`src/rtl/alink_rx_lane.sv`:
```
`default_nettype none
// ============================================================================
//  Module   : alink_rx_lane
//  Purpose  : Single-lane A-link receiver. Decodes pulse-coded bits on the
//             RX_P/RX_N pair into 32-bit words, frames WORDS words per report,
//             flags aborts and hands words to rxc through a 1-deep
//             valid/ready output register.
//  Options  : RX_LANE_GLITCH_FILTER_EN - when defined, a falling edge needs
//             the synchronised line to read 1,0,0 over three samples, so
//             1-clk low glitches are ignored (one extra clk of latency).
//  Revision : 1.0 - initial release
// ============================================================================
module alink_rx_lane #(
  parameter int WORDS  = 8,
  parameter int TOUT   = 1024,
  parameter int TOUT_W = 16,
  parameter int GAP    = 16
) (
  input  logic        clk,
  input  logic        rst_n,
  input  logic        flush,
  input  logic        enable,
  input  logic        rx_p,
  input  logic        rx_n,
  output logic        word_vld,
  output logic [31:0] word_dat,
  input  logic        word_rdy,
  output logic        frame_last,
  output logic        frame_err,
  output logic        ovf,
  output logic        busy
);

  localparam int                WC_W        = (WORDS > 1) ? $clog2(WORDS) : 1;
  localparam int                GAP_W       = $clog2(GAP + 1);
  localparam logic [TOUT_W-1:0] c_tout      = TOUT_W'(TOUT);
  localparam logic [GAP_W-1:0]  c_gap       = GAP_W'(GAP);
  localparam logic [WC_W-1:0]   c_last_word = WC_W'(WORDS - 1);
  localparam logic [4:0]        c_last_bit  = 5'd31;

  typedef enum logic [1:0] {
    S_IDLE = 2'd0,
    S_RECV = 2'd1,
    S_ERR  = 2'd2
  } state_e;

  // --------------------------------------------------------------------------
  // Line synchronisers and falling-edge detection
  // --------------------------------------------------------------------------
  logic p_s1_q, p_s2_q, p_h1_q;
  logic n_s1_q, n_s2_q, n_h1_q;
  logic w_p_fall, w_n_fall;

  // Two-flop synchronisers plus one history flop per line; idle level is high.
  always_ff @(posedge clk or negedge rst_n) begin
    if (!rst_n) begin
      p_s1_q <= 1'b1;
      p_s2_q <= 1'b1;
      p_h1_q <= 1'b1;
      n_s1_q <= 1'b1;
      n_s2_q <= 1'b1;
      n_h1_q <= 1'b1;
    end else begin
      p_s1_q <= rx_p;
      p_s2_q <= p_s1_q;
      p_h1_q <= p_s2_q;
      n_s1_q <= rx_n;
      n_s2_q <= n_s1_q;
      n_h1_q <= n_s2_q;
    end
  end

`ifdef RX_LANE_GLITCH_FILTER_EN
  logic p_h2_q, n_h2_q;

  // Second history flop: an edge needs two consecutive low samples.
  always_ff @(posedge clk or negedge rst_n) begin
    if (!rst_n) begin
      p_h2_q <= 1'b1;
      n_h2_q <= 1'b1;
    end else begin
      p_h2_q <= p_h1_q;
      n_h2_q <= n_h1_q;
    end
  end

  assign w_p_fall = p_h2_q & ~p_h1_q & ~p_s2_q;
  assign w_n_fall = n_h2_q & ~n_h1_q & ~n_s2_q;
`else
  assign w_p_fall = p_h1_q & ~p_s2_q;
  assign w_n_fall = n_h1_q & ~n_s2_q;
`endif

  // A disabled lane sees no edges at all.
  logic w_p_edge, w_n_edge, w_bit, w_coll, w_lines_idle;
  assign w_p_edge     = w_p_fall & enable;
  assign w_n_edge     = w_n_fall & enable;
  assign w_bit        = w_p_edge ^ w_n_edge;
  assign w_coll       = w_p_edge & w_n_edge;
  assign w_lines_idle = p_s2_q & n_s2_q;

  // --------------------------------------------------------------------------
  // Receive state machine and output register
  // --------------------------------------------------------------------------
  state_e            state_q, state_d;
  logic [4:0]        bit_cnt_q, bit_cnt_d;
  logic [WC_W-1:0]   word_cnt_q, word_cnt_d;
  logic [TOUT_W-1:0] tout_q, tout_d;
  logic [GAP_W-1:0]  gap_q, gap_d;
  logic [30:0]       shift_q, shift_d;
  logic              vld_q, vld_d;
  logic [31:0]       dat_q, dat_d;
  logic              last_q, last_d;
  logic              ferr_q, ferr_d;
  logic              ovf_q, ovf_d;

  // Next-state, counter, shift-register and output-register decisions.
  always_comb begin
    state_d    = state_q;
    bit_cnt_d  = bit_cnt_q;
    word_cnt_d = word_cnt_q;
    tout_d     = tout_q;
    gap_d      = gap_q;
    shift_d    = shift_q;
    vld_d      = vld_q;
    dat_d      = dat_q;
    last_d     = last_q;
    ferr_d     = 1'b0;
    ovf_d      = 1'b0;

    // A consumed word frees the slot; a load below in the same cycle wins.
    if (vld_q && word_rdy) begin
      vld_d  = 1'b0;
      last_d = 1'b0;
    end

    case (state_q)
      S_IDLE: begin
        if (w_bit) begin
          state_d   = S_RECV;
          shift_d   = {shift_q[29:0], w_p_edge};
          bit_cnt_d = 5'd1;
          tout_d    = '0;
        end
      end

      S_RECV: begin
        if (!enable) begin
          state_d    = S_IDLE;
          bit_cnt_d  = '0;
          word_cnt_d = '0;
          tout_d     = '0;
        end else if (w_coll) begin
          state_d    = S_ERR;
          ferr_d     = 1'b1;
          bit_cnt_d  = '0;
          word_cnt_d = '0;
          tout_d     = '0;
          gap_d      = '0;
        end else if (w_bit) begin
          tout_d  = '0;
          shift_d = {shift_q[29:0], w_p_edge};
          if (bit_cnt_q == c_last_bit) begin
            if (vld_q && !word_rdy) begin
              // Output still occupied: the new word has nowhere to go.
              state_d    = S_ERR;
              ovf_d      = 1'b1;
              ferr_d     = 1'b1;
              bit_cnt_d  = '0;
              word_cnt_d = '0;
              gap_d      = '0;
            end else begin
              vld_d     = 1'b1;
              dat_d     = {shift_q, w_p_edge};
              last_d    = (word_cnt_q == c_last_word);
              bit_cnt_d = '0;
              if (word_cnt_q == c_last_word) begin
                state_d    = S_IDLE;
                word_cnt_d = '0;
              end else begin
                word_cnt_d = word_cnt_q + WC_W'(1);
              end
            end
          end else begin
            bit_cnt_d = bit_cnt_q + 5'd1;
          end
        end else if (tout_q == c_tout) begin
          state_d    = S_IDLE;
          ferr_d     = 1'b1;
          bit_cnt_d  = '0;
          word_cnt_d = '0;
          tout_d     = '0;
        end else begin
          tout_d = tout_q + TOUT_W'(1);
        end
      end

      S_ERR: begin
        if (!enable) begin
          state_d = S_IDLE;
          gap_d   = '0;
        end else if (gap_q == c_gap) begin
          state_d = S_IDLE;
          gap_d   = '0;
        end else if (w_lines_idle) begin
          gap_d = gap_q + GAP_W'(1);
        end else begin
          gap_d = '0;
        end
      end

      default: begin
        state_d = S_IDLE;
      end
    endcase

    // Flush overrides everything decided above.
    if (flush) begin
      state_d    = S_IDLE;
      bit_cnt_d  = '0;
      word_cnt_d = '0;
      tout_d     = '0;
      gap_d      = '0;
      shift_d    = '0;
      vld_d      = 1'b0;
      last_d     = 1'b0;
      ferr_d     = 1'b0;
      ovf_d      = 1'b0;
    end
  end

  // State, counters, shift register and output register.
  always_ff @(posedge clk or negedge rst_n) begin
    if (!rst_n) begin
      state_q    <= S_IDLE;
      bit_cnt_q  <= '0;
      word_cnt_q <= '0;
      tout_q     <= '0;
      gap_q      <= '0;
      shift_q    <= '0;
      vld_q      <= 1'b0;
      dat_q      <= '0;
      last_q     <= 1'b0;
      ferr_q     <= 1'b0;
      ovf_q      <= 1'b0;
    end else begin
      state_q    <= state_d;
      bit_cnt_q  <= bit_cnt_d;
      word_cnt_q <= word_cnt_d;
      tout_q     <= tout_d;
      gap_q      <= gap_d;
      shift_q    <= shift_d;
      vld_q      <= vld_d;
      dat_q      <= dat_d;
      last_q     <= last_d;
      ferr_q     <= ferr_d;
      ovf_q      <= ovf_d;
    end
  end

  assign word_vld   = vld_q;
  assign word_dat   = dat_q;
  assign frame_last = last_q;
  assign frame_err  = ferr_q;
  assign ovf        = ovf_q;
  assign busy       = (state_q != S_IDLE);

endmodule
`default_nettype wire
```
`config.mk`:
```
export PLATFORM = sky130hd
export DESIGN_NAME = alink_rx_lane
export DESIGN_NICKNAME = d
export VERILOG_FILES = /design/src/rtl/alink_rx_lane.sv
export SDC_FILE = /design/constraint.sdc
export NUM_CORES = 1
export LEC_CHECK = 0
export CAP_MARGIN = 5
export CORE_MARGIN = 5
export CORE_UTILIZATION = 61
export DETAILED_ROUTE_END_ITERATION = 10
export GPL_TIMING_DRIVEN = 0
export PLACE_DENSITY = 0.84
export SLEW_MARGIN = 25
export SYNTH_ARGS = -nofsm -noshare
export SYNTH_HDL_FRONTEND = slang
export SYNTH_SLANG_ARGS = --single-unit
```
`constraint.sdc`:
```
create_clock -name clk -period 4.7 [get_ports clk]
set_input_delay 0.705 -clock clk [delete_from_list [all_inputs] [get_ports clk]]
set_output_delay 0.705 -clock clk [all_outputs]
set_load 0.05 [all_outputs]
```
==> summary.md <==
The worst-path maximum fanout came out at 10. The post-synthesis net count came out at 463. Traced cell by cell, the critical path runs through clkdlybuf4s50_1 -> nand3b_1 -> ha_1 -> clkbuf_1 -> nor2b_1 -> nand4_1 -> nor2_1 -> clkbuf_1 -> mux2_2.

The sequential cell area fraction in the yosys report was 55.2%. The critical path is of the primary input to flop type. The sum of internal, switching and leakage power came out at 0.00157 W.

Setup repair after global routing left no endpoint under its margin. At the worst endpoint, the arrival time is 4030 ps. The total power per unit cell area works out to 284 nW/um2. The hold violation total from the final report was 0.

CTS placed an instance of sky130_fd_sc_hd__clkbuf_8 at the clock tree root. The post-layout instance count excluding filler cells was 607. For this design the static power due to leakage is 2.44 nW. The initial antenna violation count came out at 0. For the setup fix buffers added after clock tree synthesis, the log shows 0. The detailed router finished its first iteration with 198 violations. The detailed-route vias per instance is 5.75, and the post-synthesis average cell area is 10.6 um2.

Number of hold-repair buffers added at the cts stage: 0. The number of setup violations in the final report is 0. The synthesized netlist devotes 2.65% of its cell area to adder and majority cells.

The tool flagged a number of max-cap violations equal to 0. The total overflow left after global routing is 0. The simple-gate portion of the synthesized area works out to 18.8%. The run finished with clean final reports.

The worst register-to-register path ends at word_dat[30]. The Yosys step of the flow raised 0 warnings. Before antenna repair, the detailed router went through 4 iterations. Most common cell in the synthesized netlist: sky130_fd_sc_hd__dfrtp_1.

In this run the count of I/O pins placed on the die edge is 44. The number of max-slew violations in the final report came out at 0. The horizontal extent of the die is 98.1 um, and the routed length on met3 is 429 um.

In this run the core area contains 32 standard-cell rows. The share of the synthesized area in the top cell type is 51.9%. After detailed routing, the average wire length per cell comes to 15.8 um.

Maximum clock skew at final layout: 14.5 ps. For the worst-skew pair, the clock arrives at the later sink with an insertion delay of 370 ps. For the number of instances in the synthesized netlist, the log shows 446. Setup slack closes at 927 ps. Class of the tightest hold or removal check: primary input to asynchronous set/reset pin. The cell count of the worst reg-to-reg path is 8.

After clock tree synthesis, the clock-pin slew on the worst setup and hold paths is 110 ps. The number of global-route vias before repair came out at 3525. The run gives 4730 um2 as the summed instance area of the synthesized netlist.

The die covers 9610 um2. The number of enable-type register cells in the synthesized netlist was 0; the mux share of post-synthesis cell area was 7.86%. TritonCTS built the clock tree. The tools report the final standard cell utilization of the core as 72.2%. Headroom to the max-slew limit came out at 53.9%.

In the final layout, the share of cells above drive strength 1 is 12.9%. For the diode insertion count for antenna repair, the log shows 0. The number of clock sinks was 104. Main combinational cell family by area after synthesis: simple AND/OR/NAND/NOR gates. The logs give 3488 for the via count and 6720 um for the placed wire-length estimate after detailed placement. STA classifies the critical path startpoint as a primary input.

By area the synthesized netlist is led by sky130_fd_sc_hd__dfrtp_1, sky130_fd_sc_hd__mux2_2, sky130_fd_sc_hd__o21ai_0. Once the floorplan was initialized, standard cells occupied 61.8% of the core. For the total detailed-routing wirelength, the log shows 9570 um. Slowest library cell on the worst path: sky130_fd_sc_hd__clkdlybuf4s50_1. The number of remaining DRC errors is 0. The tools report the met1 wire length as 4240 um. The critical register-to-register path startpoint is p_h1_q. Number of distinct library cell variants in the gate-level netlist after synthesis: 48.

The H-tree generated during clock tree synthesis spans 3 levels. The longest clock path from root to sink contains 2 buffers. At the worst endpoint, the required time is 4950 ps. Once detail routing completed, the nets flagged for antenna violations numbered 0.

Gates resized during post-CTS repair numbered 0. The cell repeated most along the worst path is sky130_fd_sc_hd__clkbuf_1. The transition time at the pin with the least slew margin was 688 ps. Counting flops with an async set or reset pin after synthesis yields a share of 100%. The tools report the wire length on met2 as 4780 um. Top layer reached by signal wires: met4. In the final design database the tool counted 517 nets. The smallest clock period supported by the final layout is computed as 3770 ps. The wire length of the first global-routing pass is 16800 um, and the worst slack after detailed placement is 536 ps. TritonCTS created 9 clock buffers.

For this run, the slowest stage of the critical path takes 680 ps. The final RePlAce weighted congestion was 0.896; the core area was 7650 um2. Summing the areas of all compound-gate instances in the mapped netlist gives 11.7% of the synthesized area. After Yosys synthesis, XOR and XNOR cells account for 0.370% of the synthesized area.

The commonest cells after synthesis are sky130_fd_sc_hd__dfrtp_1, sky130_fd_sc_hd__o21ai_0, sky130_fd_sc_hd__nand2_1, sky130_fd_sc_hd__nand2b_1, sky130_fd_sc_hd__mux2_2. The share of the cycle needed by the critical path after routing is 80.3%. Static timing analysis puts the maximum clock frequency at 265 MHz. Measured along the y axis, the die boundary spans 98.1 um. For this run, the leading register cell type out of synthesis is sky130_fd_sc_hd__dfrtp_1. Growth of design area from synthesis to finish: 16.7%. The number of input and output port buffers inserted came out at 42. Maximum number of pins on one net before global-route repair: 71. The worst setup path is captured at a flop. After synthesis the netlist holds a flip-flop and latch count of 104. The run gives 591 as the number of instances in the placed design. sky130_fd_sc_hd__dfrtp_1 takes more of the synthesized area than any other cell.

The worst vdd rail ir drop is 0.249 mV. Global routing used 21.2% of the available tracks across all layers. In this run the register-to-register setup slack is 1490 ps.

On the final layout, the worst hold slack is 217 ps.
## logic make-up after synthesis
family / after synthesis
simple gates: 165
xor+xnor: 2
buf+inv: 39
mux: 33
fa+ha+maj: 10
compound gates: 93
flops: 104
## cell type report
type	instances	area (um2)
timing repair buffer	43	449
clock inverter	6	78.8
tap	102	128
multi-input combinational	303	1970
clock buffer	10	128
sequential	104	2610
inverter	17	63.8
buffer	22	95.1
fill	555	2130
## registers in the layout (all words and copies together), names as in the netlist
name,flops
frame_last,1
p_s1_q,1
p_s2_q,1
bit_cnt_q,5
tout_q,16
word_cnt_q,3
n_s1_q,1
state_q,2
p_h1_q,1
ovf,1
word_dat,32
word_vld,1
n_s2_q,1
n_h1_q,1
shift_q,31
frame_err,1
gap_q,5
## how the worst max path moves through the flow
stage,start,to,slack [ps],depth (start not counted)
after floorplan,enable,word_dat[0],1900,8
after global placement,rst_n,word_vld,-840,1
after detailed placement,enable,word_dat[30],540,9
after CTS,enable,word_dat[8],920,9
after global routing,enable,word_dat[8],670,9
final,enable,word_dat[30],930,9
## metal layers
| metal | global-route usage [%] | vias to the layer above |
|---|---|---|
| met2 | 35.6 | 72 |
| met1 | 27.6 | 1723 |
| met3 | 5.57 | 15 |
| li1 | - | 1678 |
| met5 | 0 | - |
| met4 | 5.64 | 0 |
## metrics by stage
| stage | cell area (um2) | TNS [ps] |
|---|---|---|
| finish | 5520 | 0 |
| global route | 5520 | 0 |
| CTS | 5510 | 0 |
| detailed placement | 5310 | 0 |
| global placement | 5280 | -81270 |
| floorplan | 4730 | 0 |
## worst max-delay path, delay by kind of cell
kind | cells | cell delay [ps]
buffers and inverters | 3 | 1540
and+or+nand+nor | 4 | 1050
muxes | 1 | 410
adders and majority gates | 1 | 320
## power breakdown
part | leakage (nW) | switching, W | internal (W)
clock network | 0.104 | 0.000312 | 0.000257
registers | 1.43 | 0.00000396 | 0.000902
logic | 0.908 | 0.0000641 | 0.0000270
total | 2.44 | 0.000380 | 0.00119
## cell usage in the layout, fill, tap and decap left out, types with 5 or more instances in the layout
cell,synthesis,routed
sky130_fd_sc_hd__nand3_1,15,15
sky130_fd_sc_hd__mux2_2,33,33
sky130_fd_sc_hd__nor2_1,14,14
sky130_fd_sc_hd__a21oi_1,11,11
sky130_fd_sc_hd__clkbuf_8,0,9
sky130_fd_sc_hd__a31oi_1,7,7
sky130_fd_sc_hd__inv_1,17,17
sky130_fd_sc_hd__or3_1,10,10
sky130_fd_sc_hd__dfrtp_1,98,98
sky130_fd_sc_hd__nand2b_1,34,34
sky130_fd_sc_hd__clkbuf_1,17,18
sky130_fd_sc_hd__nor2b_1,6,6
sky130_fd_sc_hd__nand4_1,5,5
sky130_fd_sc_hd__dfstp_2,6,6
sky130_fd_sc_hd__clkdlybuf4s50_1,0,41
sky130_fd_sc_hd__ha_1,10,10
sky130_fd_sc_hd__nand2_1,49,49
sky130_fd_sc_hd__o21ai_0,50,50
sky130_fd_sc_hd__and3_1,9,9
Note: power is estimated with default switching activity, not from simulation.
